--- src/rtl/fetch_sequencer_pkg.sv ---
// Shared types and default widths for the K2 fetch sequencer slice.
// Holds the sequencer state encoding and a program-bounds helper.
package fetch_sequencer_pkg;

  localparam int ADDR_W_DEF   = 4;
  localparam int DATA_W_DEF   = 8;
  localparam int PROG_LEN_DEF = 10;

  typedef enum logic [1:0] {
    IDLE   = 2'd0,
    FETCH  = 2'd1,
    DRAIN  = 2'd2,
    HALTED = 2'd3
  } fetch_state_t;

  // True when an address lies inside the loaded program image.
  function automatic logic addr_in_prog(input int unsigned addr, input int unsigned prog_len);
    return (addr < prog_len);
  endfunction

endpackage

--- src/rtl/fetch_sequencer_if.sv ---
// Bundle between the fetch sequencer, the instruction ROM and the decode stage.
// master = sequencer side, slave = surrounding core/ROM/decode side.
interface fetch_sequencer_if
  import fetch_sequencer_pkg::*;
#(
  parameter int ADDR_W = ADDR_W_DEF,
  parameter int DATA_W = DATA_W_DEF
);

  logic              start;
  logic              halt_req;
  logic              jump_valid;
  logic [ADDR_W-1:0] jump_addr;
  logic [ADDR_W-1:0] rom_addr;
  logic [DATA_W-1:0] rom_data;
  logic [DATA_W-1:0] instr;
  logic [ADDR_W-1:0] instr_pc;
  logic              instr_valid;
  logic              instr_ready;
  logic              halted;
  logic              fault;

  modport master (
    input  start, halt_req, jump_valid, jump_addr, rom_data, instr_ready,
    output rom_addr, instr, instr_pc, instr_valid, halted, fault
  );

  modport slave (
    output start, halt_req, jump_valid, jump_addr, rom_data, instr_ready,
    input  rom_addr, instr, instr_pc, instr_valid, halted, fault
  );

endinterface

--- src/rtl/fetch_sequencer.sv ---
// Program-counter sequencer for the K2 instruction ROM: presents pc, registers the
// fetched byte, and hands it to decode over valid/ready with jump, halt and fault.
module fetch_sequencer
  import fetch_sequencer_pkg::*;
#(
  parameter int ADDR_W   = ADDR_W_DEF,
  parameter int DATA_W   = DATA_W_DEF,
  parameter int PROG_LEN = PROG_LEN_DEF,
  parameter bit WRAP     = 1'b0
) (
  input  logic               clk,
  input  logic               rst_n,
  fetch_sequencer_if.master  fs
);

  localparam logic [ADDR_W-1:0] LAST_PC = ADDR_W'(PROG_LEN - 1);

  fetch_state_t      state, state_nxt;
  logic [ADDR_W-1:0] pc_p0, pc_nxt;
  logic [DATA_W-1:0] instr_p1, instr_nxt;
  logic [ADDR_W-1:0] instr_pc_p1, instr_pc_nxt;
  logic              vld_p1, vld_nxt;
  logic              fault_q, fault_nxt;

  logic accept;
  logic slot_free;
  logic jump_ok;

  assign accept    = vld_p1 && fs.instr_ready;
  assign slot_free = !vld_p1 || fs.instr_ready;
  assign jump_ok   = addr_in_prog(int'(fs.jump_addr), PROG_LEN);

  always_comb begin
    state_nxt    = state;
    pc_nxt       = pc_p0;
    instr_nxt    = instr_p1;
    instr_pc_nxt = instr_pc_p1;
    vld_nxt      = vld_p1;
    fault_nxt    = fault_q;

    case (state)
      IDLE, HALTED: begin
        if (fs.start) begin
          state_nxt = FETCH;
          pc_nxt    = '0;
          fault_nxt = 1'b0;
          vld_nxt   = 1'b0;
        end
      end

      FETCH: begin
        if (fs.jump_valid) begin
          // Redirect flushes the held instruction; the target is fetched next cycle.
          vld_nxt = 1'b0;
          if (jump_ok) begin
            pc_nxt = fs.jump_addr;
          end else begin
            fault_nxt = 1'b1;
            state_nxt = HALTED;
          end
        end else if (fs.halt_req) begin
          if (slot_free) begin
            vld_nxt   = 1'b0;
            state_nxt = HALTED;
          end else begin
            state_nxt = DRAIN;
          end
        end else if (slot_free) begin
          instr_nxt    = fs.rom_data;
          instr_pc_nxt = pc_p0;
          vld_nxt      = 1'b1;
          if (pc_p0 != LAST_PC) begin
            pc_nxt = pc_p0 + ADDR_W'(1);
          end else if (WRAP) begin
            pc_nxt = '0;
          end else begin
            // Last entry still goes out through DRAIN; pc stays inside the program.
            fault_nxt = 1'b1;
            state_nxt = DRAIN;
          end
        end
      end

      DRAIN: begin
        if (fs.jump_valid) begin
          vld_nxt   = 1'b0;
          state_nxt = HALTED;
          if (!jump_ok) fault_nxt = 1'b1;
        end else if (!vld_p1 || accept) begin
          vld_nxt   = 1'b0;
          state_nxt = HALTED;
        end
      end

      default: state_nxt = IDLE;
    endcase
  end

  // Stage boundary: pc presented to ROM (p0) -> instruction register (p1)
  always_ff @(posedge clk or negedge rst_n) begin
    if (!rst_n) begin
      state       <= IDLE;
      pc_p0       <= '0;
      instr_p1    <= '0;
      instr_pc_p1 <= '0;
      vld_p1      <= 1'b0;
      fault_q     <= 1'b0;
    end else begin
      state       <= state_nxt;
      pc_p0       <= pc_nxt;
      instr_p1    <= instr_nxt;
      instr_pc_p1 <= instr_pc_nxt;
      vld_p1      <= vld_nxt;
      fault_q     <= fault_nxt;
    end
  end

  assign fs.rom_addr    = pc_p0;
  assign fs.instr       = instr_p1;
  assign fs.instr_pc    = instr_pc_p1;
  assign fs.instr_valid = vld_p1;
  assign fs.halted      = (state == HALTED);
  assign fs.fault       = fault_q;

endmodule
--- src/flat_wrapper.sv ---
// flat-port wrapper written by rule: the top's interface ports become plain ports
module fetch_sequencer_flat import fetch_sequencer_pkg::*;
#(
  parameter int ADDR_W   = ADDR_W_DEF,
  parameter int DATA_W   = DATA_W_DEF,
  parameter int PROG_LEN = PROG_LEN_DEF,
  parameter bit WRAP     = 1'b0
)
  (clk, rst_n, fs_start, fs_halt_req, fs_jump_valid, fs_jump_addr, fs_rom_data, fs_instr_ready, fs_rom_addr, fs_instr, fs_instr_pc, fs_instr_valid, fs_halted, fs_fault);
  fetch_sequencer_if #(.ADDR_W(ADDR_W), .DATA_W(DATA_W)) fs_i ();
  input  logic clk;
  input  logic rst_n;
  input wire logic [$bits(fs_i.start)-1:0] fs_start;
  input wire logic [$bits(fs_i.halt_req)-1:0] fs_halt_req;
  input wire logic [$bits(fs_i.jump_valid)-1:0] fs_jump_valid;
  input wire logic [$bits(fs_i.jump_addr)-1:0] fs_jump_addr;
  input wire logic [$bits(fs_i.rom_data)-1:0] fs_rom_data;
  input wire logic [$bits(fs_i.instr_ready)-1:0] fs_instr_ready;
  output wire logic [$bits(fs_i.rom_addr)-1:0] fs_rom_addr;
  output wire logic [$bits(fs_i.instr)-1:0] fs_instr;
  output wire logic [$bits(fs_i.instr_pc)-1:0] fs_instr_pc;
  output wire logic [$bits(fs_i.instr_valid)-1:0] fs_instr_valid;
  output wire logic [$bits(fs_i.halted)-1:0] fs_halted;
  output wire logic [$bits(fs_i.fault)-1:0] fs_fault;
  assign fs_i.start = fs_start;
  assign fs_i.halt_req = fs_halt_req;
  assign fs_i.jump_valid = fs_jump_valid;
  assign fs_i.jump_addr = fs_jump_addr;
  assign fs_i.rom_data = fs_rom_data;
  assign fs_i.instr_ready = fs_instr_ready;
  assign fs_rom_addr = fs_i.rom_addr;
  assign fs_instr = fs_i.instr;
  assign fs_instr_pc = fs_i.instr_pc;
  assign fs_instr_valid = fs_i.instr_valid;
  assign fs_halted = fs_i.halted;
  assign fs_fault = fs_i.fault;
  fetch_sequencer #(.ADDR_W(ADDR_W), .DATA_W(DATA_W), .PROG_LEN(PROG_LEN), .WRAP(WRAP)) u_core (.clk(clk), .rst_n(rst_n), .fs(fs_i));
endmodule
--- config.mk ---
export PLATFORM = sky130hd
export DESIGN_NAME = fetch_sequencer_flat
export DESIGN_NICKNAME = d
export VERILOG_FILES = /design/src/rtl/fetch_sequencer_pkg.sv /design/src/rtl/fetch_sequencer_if.sv /design/src/rtl/fetch_sequencer.sv /design/src/flat_wrapper.sv
export SDC_FILE = /design/constraint.sdc
export NUM_CORES = 1
export LEC_CHECK = 0
export CAP_MARGIN = 20
export CORE_MARGIN = 2
export CORE_UTILIZATION = 44
export DETAILED_ROUTE_END_ITERATION = 7
export GPL_TIMING_DRIVEN = 1
export PLACE_DENSITY = 0.78
export SLEW_MARGIN = 20
export SYNTH_ARGS = -nofsm -noshare
export SYNTH_HDL_FRONTEND = slang
export SYNTH_SLANG_ARGS = --single-unit
--- constraint.sdc ---
create_clock -name clk -period 2.7 [get_ports clk]
set_clock_uncertainty 0.15 [all_clocks]
set_input_delay 0.27 -clock clk [delete_from_list [all_inputs] [get_ports clk]]
set_output_delay 0.27 -clock clk [all_outputs]
set_load 0.02 [all_outputs]
==> impl_metrics.csv <==
group,metric,value,unit
status,outcome,"complete, no violations",
logic_synthesis,synth_ff_type,"dfrtp_1",
layout,register_area,500.5,um^2
layout,layout_commonest_cell,"clkdlybuf4s50_1",
cts,h-tree-depth,1,
worst_setup_path,r2r-start,"u_core.state[1]",
cts,ctsResizeCount,0,
cts,cts_buffers,3,
logic_synthesis,synth_area,1092,um^2
die,start_util,45.33,%
layout,antenna_cells,0,
cts,postCtsHoldBufs,0,
placement,numPortBuffers,36,
global_route,grt-ovfl-total,0,
cts,post_cts_buffers,0,
power,p_per_area,1108,nW/um^2
worst_setup_path,cp-end-kind,"flip-flop",
detailed_routing,vias,882,
layout,fillerInstances,197,
timing,fin_tns_setup,0,ns
worst_setup_path,cp_data_arrival_time,2.35,ns
timing,worst_pin_slew,0.8602,ns
timing,max_slew_margin,42.47,%
worst_setup_path,regToRegEndpoint,"u_core.fs.instr[1]",
timing,hold_viol_final,0,
worst_setup_path,worst-r2r-setup-slack,0.39,ns
cts,ctsRootBufferMaster,"clkbuf_4",
power,fin_total_pwr,1.671,mW
layout,nets,159,
global_route,antenna_found_initial,0,
detailed_routing,vias_per_cell,5.345,
logic_synthesis,async_flop_share,100.0,%
logic_synthesis,synth_seq_area_share,45.82,%
timing,setup_viol,0,
worst_setup_path,path_class,"reg2reg",
global_route,grt_pass1_vias,794,
worst_setup_path,worst_ep_required_time,2.74,ns
timing,post-route-period-util,85.52,%
placement,dpl.hpwl,1747,um
die,die_area,2897,um^2
layout,layout-drive-gt1-share,11.85,%
timing,slew_viol_final,0,
die,fp.dieH,53.83,um
detailed_routing,wl_per_cell,13.52,um
placement,gp_congestion,0.8682,
min_path,min_path_type,"in2async",
timing,rsz0062_at_grt,"no",
flow_run,cap_violations,0,
die,boundaryPins,37,
layout,syn_to_final_growth,38.14,%
timing,min_period,2.309,ns
cts,cts_tree,"yes",
detailed_routing,drc,0,
cts,clock_path_buffers,2,
worst_setup_path,cp-start-kind,"flip-flop",
worst_setup_path,worstSetupEndpoint,"u_core.fs.instr[1]",
global_route,grt_usage,16.83,%
cts,cts_sinks,20,
detailed_routing,drt-total-wl,2231,um
cts,insertion_delay,0.30,ns
logic_synthesis,synth.net_count,121,
layout,layout_common_cells,"clkdlybuf4s50_1 (36), dfrtp_1 (20), nand2_1 (8), o21ai_0 (8)",
detailed_routing,drtIter0Drc,20,
global_route,grt_max_degree,21,
logic_synthesis,synth_seq_cells,20,
logic_synthesis,syn_inst,98,
logic_synthesis,yosysUniqueCellTypes,35,
logic_synthesis,synth_area_per_cell,11.15,um^2
logic_synthesis,synth_edf_count,0,
global_route,grt_pass1_wl,3422,um
cts,path_clk_slew,0.11,ns
die,rows,18,
logic_synthesis,synth_warnings,0,
power,leakage,0.6678,nW
worst_setup_path,path_max_fanout,15,
detailed_routing,firstDrtPassIters,4,
power,worst_ir_drop_vdd,0.5637,mV
die,coreArea,2410,um^2
worst_setup_path,worstRegToRegCells,5,
timing,max_freq,433.1,MHz
layout,multi_input_area,531.8,um^2
die,die_w,53.83,um
detailed_routing,drtAntennaViolNets,0,
worst_setup_path,critPathLaunch,"u_core.state[1]",
Yosys cell counts, types with 2 or more instances:
cell type  number  area share (%)
a31oi_1         2             1.1
nand2_1         8             2.7
mux2i_1         3             2.7
inv_1           5             1.7
o21ai_0         8             3.7
nor2_1          4             1.4
dfrtp_1        20              46
buf_6           2             2.1
mux2_2          5             5.2
ha_1            5             5.7
nand3_1         3             1.4
mux2_4          4             5.5
nor3_1          2            0.92
nor2b_1         3             1.7
a211o_1         2             1.6
o31ai_1         2             1.4
nand4_1         2             1.1
critical path: stages, from the launching register on:
cell and delay [ns]:
dfrtp_1 0.43, inv_1 0.09, ha_1 0.38, nand2b_4 0.12, or3_1 0.63, mux2_4 0.39
state kept, by name, indices dropped and copies added (netlist names):
signal,count
u_core.fs.instr,8
u_core.state,2
u_core.fs.fault,1
u_core.fs.instr_valid,1
u_core.fs.instr_pc,4
u_core.fs.rom_addr,4
report_power, final:
| group | internal (mW) | switching (mW) |
|---|---|---|
| clock | 0.150 | 0.0902 |
| sequential | 0.429 | 0.0933 |
| combinational | 0.452 | 0.456 |
routing by layer:
metal  routed length, um  global-route usage (%)  vias to the layer above
li1                    -                       -                      428
met1                1004                   22.65                      408
met2                 987                   25.20                       42
met3                 204                   3.889                        4
met4                  34                   8.547                        0
met5                   0                       0                        -
kinds of logic (layout without fill, tap and decap cells):
| family | after synthesis | after routing | synth area share [%] |
|---|---|---|---|
| buffers and inverters | 9 | 46 | 5.498 |
| AND/OR/NAND/NOR | 30 | 30 | 15.24 |
| multiplexers | 12 | 12 | 13.40 |
| adder cells (fa/ha/maj) | 5 | 5 | 5.727 |
| flip-flops | 20 | 20 | 45.82 |
| AO/OA/AOI/OAI | 22 | 22 | 14.32 |
how the worst min path moves through the flow:
stage                          start               endpoint  depth (start not counted)
2_1_floorplan                  rst_n        u_core.fs.fault                          0
3_3_place_gp   u_core.fs.instr_pc[2]  u_core.fs.instr_pc[2]                          2
3_5_place_dp   u_core.fs.instr_pc[2]  u_core.fs.instr_pc[2]                          2
4_1_cts                        rst_n     u_core.fs.instr[2]                          1
5_1_grt                        rst_n     u_core.fs.instr[2]                          1
6_report                       rst_n     u_core.fs.instr[5]                          1
stage by stage:
step | instance area [um^2] | instances | setup WS (ns) | utilization (%) | hold slack, ns
3_3_place_gp | 1456 | 161 | 0.4917 | 60.44 | 0.3183
3_5_place_dp | 1456 | 161 | 0.4019 | 60.44 | 0.3222
4_1_cts | 1509 | 165 | 0.3830 | 62.62 | 0.3277
2_1_floorplan | 1092 | 98 | 0.7393 | - | -0.1756
5_1_grt | 1509 | 165 | 0.2831 | 62.62 | 0.3507
6_report | 1509 | 165 | 0.3910 | 62.62 | 0.2938
layout make-up:
type	instances	area share, %
inverter	5	1.244
timing repair buffer	37	24.38
tap	30	2.488
sequential	20	33.17
clock buffer	3	1.493
clock inverter	1	1.990
multi-input combinational	69	35.24
Note: power is estimated with default switching activity, not from simulation.
